### src/rtl/fetch_pkg.sv
// Shared types and constants for the instruction fetch unit.
package fetch_pkg;

    localparam int unsigned AddrWidth    = 8;
    localparam int unsigned InstWidth    = 16;
    localparam int unsigned DefaultDepth = 4;

    // Fetch FSM states
    typedef enum logic [1:0] {
        StIdle    = 2'd0,
        StReq     = 2'd1,
        StDiscard = 2'd2
    } fetch_state_e;

    // Prefetch queue entry: {pc, inst}, 24 bits
    typedef struct packed {
        logic [AddrWidth-1:0] pc;
        logic [InstWidth-1:0] inst;
    } fetch_entry_t;

endpackage

### src/rtl/fetch_queue.sv
// Prefetch queue: synchronous FIFO of {pc, inst} entries. Flush wins over push/pop.
// The head reads as zero while the queue is empty.
module fetch_queue
    import fetch_pkg::*;
#(
    parameter int unsigned DEPTH    = DefaultDepth,
    parameter int unsigned CntWidth = $clog2(DEPTH) + 1
) (
    input  logic                clk,
    input  logic                rst,
    input  logic                push,
    input  fetch_entry_t        push_entry,
    input  logic                pop,
    input  logic                flush,
    output logic [CntWidth-1:0] count,
    output fetch_entry_t        head
);

    localparam int unsigned PtrWidth = (DEPTH > 1) ? $clog2(DEPTH) : 1;

    fetch_entry_t          mem_q [DEPTH];
    logic [PtrWidth-1:0]   rd_ptr_q;
    logic [PtrWidth-1:0]   wr_ptr_q;
    logic [CntWidth-1:0]   count_q;
    logic                  do_push;
    logic                  do_pop;

    assign do_push = push && (count_q != CntWidth'(DEPTH));
    assign do_pop  = pop && (count_q != '0);

    // Pointer and occupancy bookkeeping; DEPTH is a power of two so pointers wrap naturally
    always_ff @(posedge clk) begin
        if (rst || flush) begin
            rd_ptr_q <= '0;
            wr_ptr_q <= '0;
            count_q  <= '0;
        end else begin
            if (do_push) wr_ptr_q <= wr_ptr_q + PtrWidth'(1);
            if (do_pop)  rd_ptr_q <= rd_ptr_q + PtrWidth'(1);
            case ({do_push, do_pop})
                2'b10:   count_q <= count_q + CntWidth'(1);
                2'b01:   count_q <= count_q - CntWidth'(1);
                default: count_q <= count_q;
            endcase
        end
    end

    // Storage array; contents need no reset because the head is gated by count
    always_ff @(posedge clk) begin
        if (do_push && !flush && !rst) mem_q[wr_ptr_q] <= push_entry;
    end

    assign count = count_q;
    assign head  = (count_q != '0) ? mem_q[rd_ptr_q] : '0;

endmodule

### src/rtl/instr_fetch_unit.sv
// Instruction fetch unit: sequential fetch FSM, prefetch queue, branch redirect.
// Optional build macro FETCH_PERF_EN adds saturating fetch/discard counters.
module instr_fetch_unit
    import fetch_pkg::*;
#(
    parameter logic [AddrWidth-1:0] RESET_PC = 8'h00,
    parameter int unsigned          DEPTH    = DefaultDepth
) (
    input  logic                 clk,
    input  logic                 rst,
    output logic                 imem_rd_en,
    output logic [AddrWidth-1:0] imem_addr,
    input  logic                 imem_rd_rdy,
    input  logic [InstWidth-1:0] imem_inst,
    input  logic                 redirect,
    input  logic [AddrWidth-1:0] redirect_pc,
    output logic                 inst_valid,
    input  logic                 inst_ready,
    output logic [InstWidth-1:0] inst_out,
    output logic [AddrWidth-1:0] inst_pc
`ifdef FETCH_PERF_EN
    ,
    output logic [15:0]          perf_fetches,
    output logic [15:0]          perf_discards
`endif
);

    localparam int unsigned CntWidth = $clog2(DEPTH) + 1;

    fetch_state_e         state_q;
    logic [AddrWidth-1:0] pc_q;
    logic [AddrWidth-1:0] addr_q;
    logic                 rd_en_q;
    logic [CntWidth-1:0]  q_count;
    fetch_entry_t         q_head;
    fetch_entry_t         push_entry;
    logic                 can_issue;
    logic                 push;
    logic                 pop;

    assign can_issue  = q_count < CntWidth'(DEPTH);
    // A response is kept only if no redirect has hit the request it belongs to
    assign push       = (state_q == StReq) && imem_rd_rdy && !redirect;
    assign pop        = inst_valid && inst_ready;
    assign push_entry = '{pc: addr_q, inst: imem_inst};

    // Fetch FSM: one outstanding request, an idle gap after each, redirect-aware
    always_ff @(posedge clk) begin
        if (rst) begin
            state_q <= StIdle;
            pc_q    <= RESET_PC;
            addr_q  <= RESET_PC;
            rd_en_q <= 1'b0;
        end else begin
            case (state_q)
                StIdle: begin
                    if (redirect) begin
                        pc_q <= redirect_pc;
                    end else if (can_issue) begin
                        state_q <= StReq;
                        addr_q  <= pc_q;
                        rd_en_q <= 1'b1;
                    end
                end
                StReq: begin
                    if (redirect) begin
                        pc_q <= redirect_pc;
                        if (imem_rd_rdy) begin
                            state_q <= StIdle;
                            rd_en_q <= 1'b0;
                        end else begin
                            // Request cannot be cancelled; wait out its response
                            state_q <= StDiscard;
                        end
                    end else if (imem_rd_rdy) begin
                        pc_q    <= pc_q + AddrWidth'(1);
                        state_q <= StIdle;
                        rd_en_q <= 1'b0;
                    end
                end
                StDiscard: begin
                    if (redirect) pc_q <= redirect_pc;
                    if (imem_rd_rdy) begin
                        state_q <= StIdle;
                        rd_en_q <= 1'b0;
                    end
                end
                default: begin
                    state_q <= StIdle;
                    rd_en_q <= 1'b0;
                end
            endcase
        end
    end

    fetch_queue #(
        .DEPTH    (DEPTH),
        .CntWidth (CntWidth)
    ) u_queue (
        .clk        (clk),
        .rst        (rst),
        .push       (push),
        .push_entry (push_entry),
        .pop        (pop),
        .flush      (redirect),
        .count      (q_count),
        .head       (q_head)
    );

    assign imem_rd_en = rd_en_q;
    assign imem_addr  = addr_q;
    assign inst_valid = q_count != '0;
    assign inst_out   = q_head.inst;
    assign inst_pc    = q_head.pc;

`ifdef FETCH_PERF_EN
    logic [15:0] perf_fetches_q;
    logic [15:0] perf_discards_q;
    logic        drop;

    assign drop = imem_rd_rdy && (((state_q == StReq) && redirect) || (state_q == StDiscard));

    // Saturating counters of kept and dropped responses
    always_ff @(posedge clk) begin
        if (rst) begin
            perf_fetches_q  <= '0;
            perf_discards_q <= '0;
        end else begin
            if (push && (perf_fetches_q != 16'hFFFF))  perf_fetches_q  <= perf_fetches_q + 16'd1;
            if (drop && (perf_discards_q != 16'hFFFF)) perf_discards_q <= perf_discards_q + 16'd1;
        end
    end

    assign perf_fetches  = perf_fetches_q;
    assign perf_discards = perf_discards_q;
`endif

endmodule

### config.mk
export PLATFORM = sky130hd
export DESIGN_NAME = instr_fetch_unit
export DESIGN_NICKNAME = d
export VERILOG_FILES = /design/src/rtl/fetch_pkg.sv /design/src/rtl/fetch_queue.sv /design/src/rtl/instr_fetch_unit.sv
export SDC_FILE = /design/constraint.sdc
export NUM_CORES = 1
export LEC_CHECK = 0
export ABC_AREA = 1
export BUFFER_PORTS_ARGS = -buffer_cell sky130_fd_sc_hd__buf_2
export CAP_MARGIN = 10
export CORE_ASPECT_RATIO = 1.75
export CORE_MARGIN = 4
export CORE_UTILIZATION = 50
export DETAILED_ROUTE_END_ITERATION = 8
export GPL_ROUTABILITY_DRIVEN = 0
export HOLD_SLACK_MARGIN = 0.03
export PLACE_DENSITY = 0.73
export REMOVE_ABC_BUFFERS = 1
export SLEW_MARGIN = 20
export SYNTH_ARGS = -nofsm -noshare
export SYNTH_HDL_FRONTEND = slang
export SYNTH_SLANG_ARGS = --single-unit
### constraint.sdc
create_clock -name clk -period 2.3 [get_ports clk]
set_input_delay 0 -clock clk [delete_from_list [all_inputs] [get_ports clk]]
set_output_delay 0 -clock clk [all_outputs]
set_load 0.005 [all_outputs]
==> results.sh <==
export IMPL_coreArea_um2=10240
export IMPL_status="finished, final reports clean"
export IMPL_grt_pass1_wl_um=17880
export IMPL_die_w_um=85.37
export IMPL_slew_viol_final=0
export IMPL_startpoint_type="flop"
export IMPL_final_critical_path_setup_slack_ns=0.1555
export IMPL_die_area_um2=12240
export IMPL_cts_root_buffer="clkbuf_16"
export IMPL_drt_iter0_markers=372
export IMPL_finalNetCount=630
export IMPL_start_util_pct=51.15
export IMPL_wl_um=11220
export IMPL_p_switching_uw=1055
export IMPL_crit_chain="inv_2, o21ai_0, a21oi_1, buf_2"
export IMPL_max_cap_violations=0
export IMPL_cts_buffers=17
export IMPL_whs_ns=0.3474
export IMPL_grt_pass1_vias=4043
export IMPL_p_int_uw=4421
export IMPL_crit_arrival_ns=2.14
export IMPL_synthesis_area_um2=5238
export IMPL_pre_cts_ws_ns=0.2647
export IMPL_relSlewSlack_pct=42.18
export IMPL_layout_drive_gt1_share_pct=19.24
export IMPL_finalCritPeriodShare_pct=93.24
export IMPL_path_delay_family="flip-flops"
export IMPL_achievable_frequency_mhz=466.3
export IMPL_grt_antenna_before_repair=0
export IMPL_grt_max_degree=49
export IMPL_cts_htree_levels=4
export IMPL_power_leakage_uw=0.002547
export IMPL_post_cts_buffers=0
export IMPL_switching_share_pct=19.27
export IMPL_seq_power_share_pct=45.8
export IMPL_power_density_nw_per_um2=831.1
export IMPL_cts_buffer_depth=2
export IMPL_place_hpwl_um=6897
export IMPL_rows=49
export IMPL_areaGrowthSynthToFinish_pct=25.80
export IMPL_synth_seq_area_share_pct=65.74
export IMPL_cts_tree="done"
export IMPL_min_path_type="input port to flop"
export IMPL_synth_area_leaders="edfxtp_1 (55%), dfxtp_1 (11%), nor2_1 (9.3%), o21ai_0 (5.2%), a21oi_1 (4.5%)"
export IMPL_cp_max_fo=48
export IMPL_clkLatencyLatePin_ns=0.41
export IMPL_fin_area_um2=6589
export IMPL_avgRoutedWirePerCell_um=15.37
export IMPL_yosysTopAreaCell="edfxtp_1"
export IMPL_overflow=0
export IMPL_rr_startpoint="state_q[0]$_SDFFE_PP0P_"
export IMPL_cts_sinks=124
export IMPL_io_pins=63
export IMPL_pwr_share_comb_pct=5.2
export IMPL_clkPwrFrac_pct=49.0
export IMPL_rsz0062_at_grt="no"
export IMPL_dr_max_layer_used="met4"
export IMPL_min_delay_start="imem_inst[8]"
export IMPL_crit_buf_inv=2
export IMPL_critPathKind="flop to primary output"
export IMPL_ir_drop_uv=524.4
export IMPL_worstPathRequired_ns=2.30
export IMPL_via_per_inst=5.297
export IMPL_place_inst=670
export IMPL_placed_cell_area_um2=5704
export IMPL_io_buffers=62
export IMPL_worst_slew_pin_slew_ns=0.8664
export IMPL_synth_seq_cells=124
export IMPL_period_needed_ns=2.144
export IMPL_drtPass1Iterations=4
export IMPL_finalHoldViolCount=0
export IMPL_clk_pin_slew_ns=0.05
export IMPL_wl_met1_um=3993
export IMPL_end_kind="primary output"
export IMPL_final_setup_viol_count=0
export IMPL_synth_top_area_share_pct=55.04
export IMPL_max_stage_delay_ns=0.68
export IMPL_finalClockSkew_ns=0.006678
export IMPL_die_h_um=143.4
export IMPL_cp_slowest_cell="dfxtp_2"
export IMPL_synth_distinct_cells=33
export IMPL_vias=3867
export IMPL_ys_warn_count=0
export IMPL_wl_met2_um=6476
export IMPL_layoutNonFillerInstCount=730
export IMPL_met3_length_um=564
export IMPL_antenna_cells=0
export IMPL_antenna_left=0
export IMPL_grt_usage_pct=18.86
export IMPL_drcViolationCount=0
export IMPL_synthCells=495
export IMPL_synth_area_per_cell_um2=10.58
worst register-to-register path, cell delays in order (launching register included):
cell           delay (ns)
dfxtp_1              0.40
inv_1                0.10
ha_1                 0.24
inv_2                0.13
nand2_1              0.08
nand2_2              0.08
nand3b_4             0.17
nor2_2               0.13
nand2_1              0.07
a21oi_2              0.10
dlygate4sd3_1        0.55
timing repair:
| item | in CTS | in global routing |
|---|---|---|
| hold endpoints to repair | 80 | 0 |
| gates resized for setup | 0 | 1 |
| hold buffers | 28 | 0 |
| endpoints found under the setup margin | 0 | 1 |
logic make-up after synthesis:
logic type / Yosys count / share of synthesized area [%]
compound gates: 119 / 11.56
xor+xnor: 3 / 0.5018
fa+ha+maj: 11 / 2.771
buf+inv: 52 / 4.491
flops: 124 / 65.74
simple gates: 186 / 14.93
cells in the mapped netlist, drive strengths merged:
| cell | instances |
|---|---|
| nor3 | 2 |
| buf | 16 |
| fa | 1 |
| o21ai | 69 |
| inv | 31 |
| nand3 | 10 |
| dfxtp | 28 |
| edfxtp | 96 |
| nand2 | 38 |
| or2 | 1 |
| a41oi | 1 |
| nand3b | 1 |
| a21oi | 48 |
| a211oi | 1 |
| nor2 | 133 |
| xnor2 | 1 |
| ha | 10 |
| xor2 | 2 |
| clkbuf | 5 |
| nand4 | 1 |
worst paths after layout:
path / end / depth (start not counted) / slack, ns
setup / recovery: inst_pc[7] / 4 / 0.16
hold / removal: u_queue.mem_q[1][8]$_DFFE_PP_ / 2 / 0.35
setup reg to reg: pc_q[6]$_SDFFE_PP0P_ / 10 / 0.19
hold reg to reg: pc_q[7]$_SDFFE_PP0P_ / 2 / 0.49
layer usage:
metal | GRT usage [%] | vias up
met5 | 0 | -
met4 | 8.007 | 0
met3 | 5.164 | 14
met2 | 36.56 | 108
met1 | 18.20 | 1865
li1 | - | 1880
placed cells by master, fill, tap and decap left out, types with 4 or more instances in the layout:
cell	instances
nor2_1	126
edfxtp_1	96
buf_2	62
o21ai_0	53
a21oi_1	47
nand2_1	36
dlygate4sd3_1	28
dfxtp_1	27
inv_1	26
clkbuf_16	17
o21ai_1	16
ha_1	10
nand3_1	8
nor2_2	7
clkbuf_1	6
inv_2	4
bufinv_16	4
buf_12	4
through the flow:
| step | utilization (%) | TNS [ns] | total power [µW] |
|---|---|---|---|
| floorplan | - | -10.80 | 2685 |
| global placement | 55.71 | 0 | 2781 |
| detailed placement | 55.71 | 0 | 2796 |
| CTS | 64.35 | 0 | 5496 |
| global route | 64.35 | 0 | 5648 |
| finish | 64.35 | 0 | 5476 |
power by group through the flow:
stage / sequential, µW / combinational (µW) / clock (µW)
3_3_place_gp: 2550 / 234 / 0
2_1_floorplan: 2540 / 144 / 0
6_report: 2510 / 285 / 2680
3_5_place_dp: 2550 / 245 / 0
4_1_cts: 2510 / 285 / 2700
5_1_grt: 2510 / 322 / 2810
flip-flops by register name, indices dropped and copies added (netlist names), named ones only:
| register | count |
|---|---|
| u_queue.rd_ptr_q | 2 |
| imem_addr | 8 |
| u_queue.count | 3 |
| pc_q | 8 |
| imem_rd_en | 1 |
| u_queue.mem_q | 96 |
| u_queue.wr_ptr_q | 2 |
| state_q | 2 |
area by class of cell:
type	count	area, µm²
Fill cell	747	3650
Clock buffer	24	461.7
Sequential cell	124	3445
Clock inverter	8	142.6
Inverter	31	118.9
Multi-Input combinational cell	319	1569
Timing Repair Buffer	97	693.2
Tap cell	127	158.9
No activity file was read; power rests on OpenSTA's default activity.
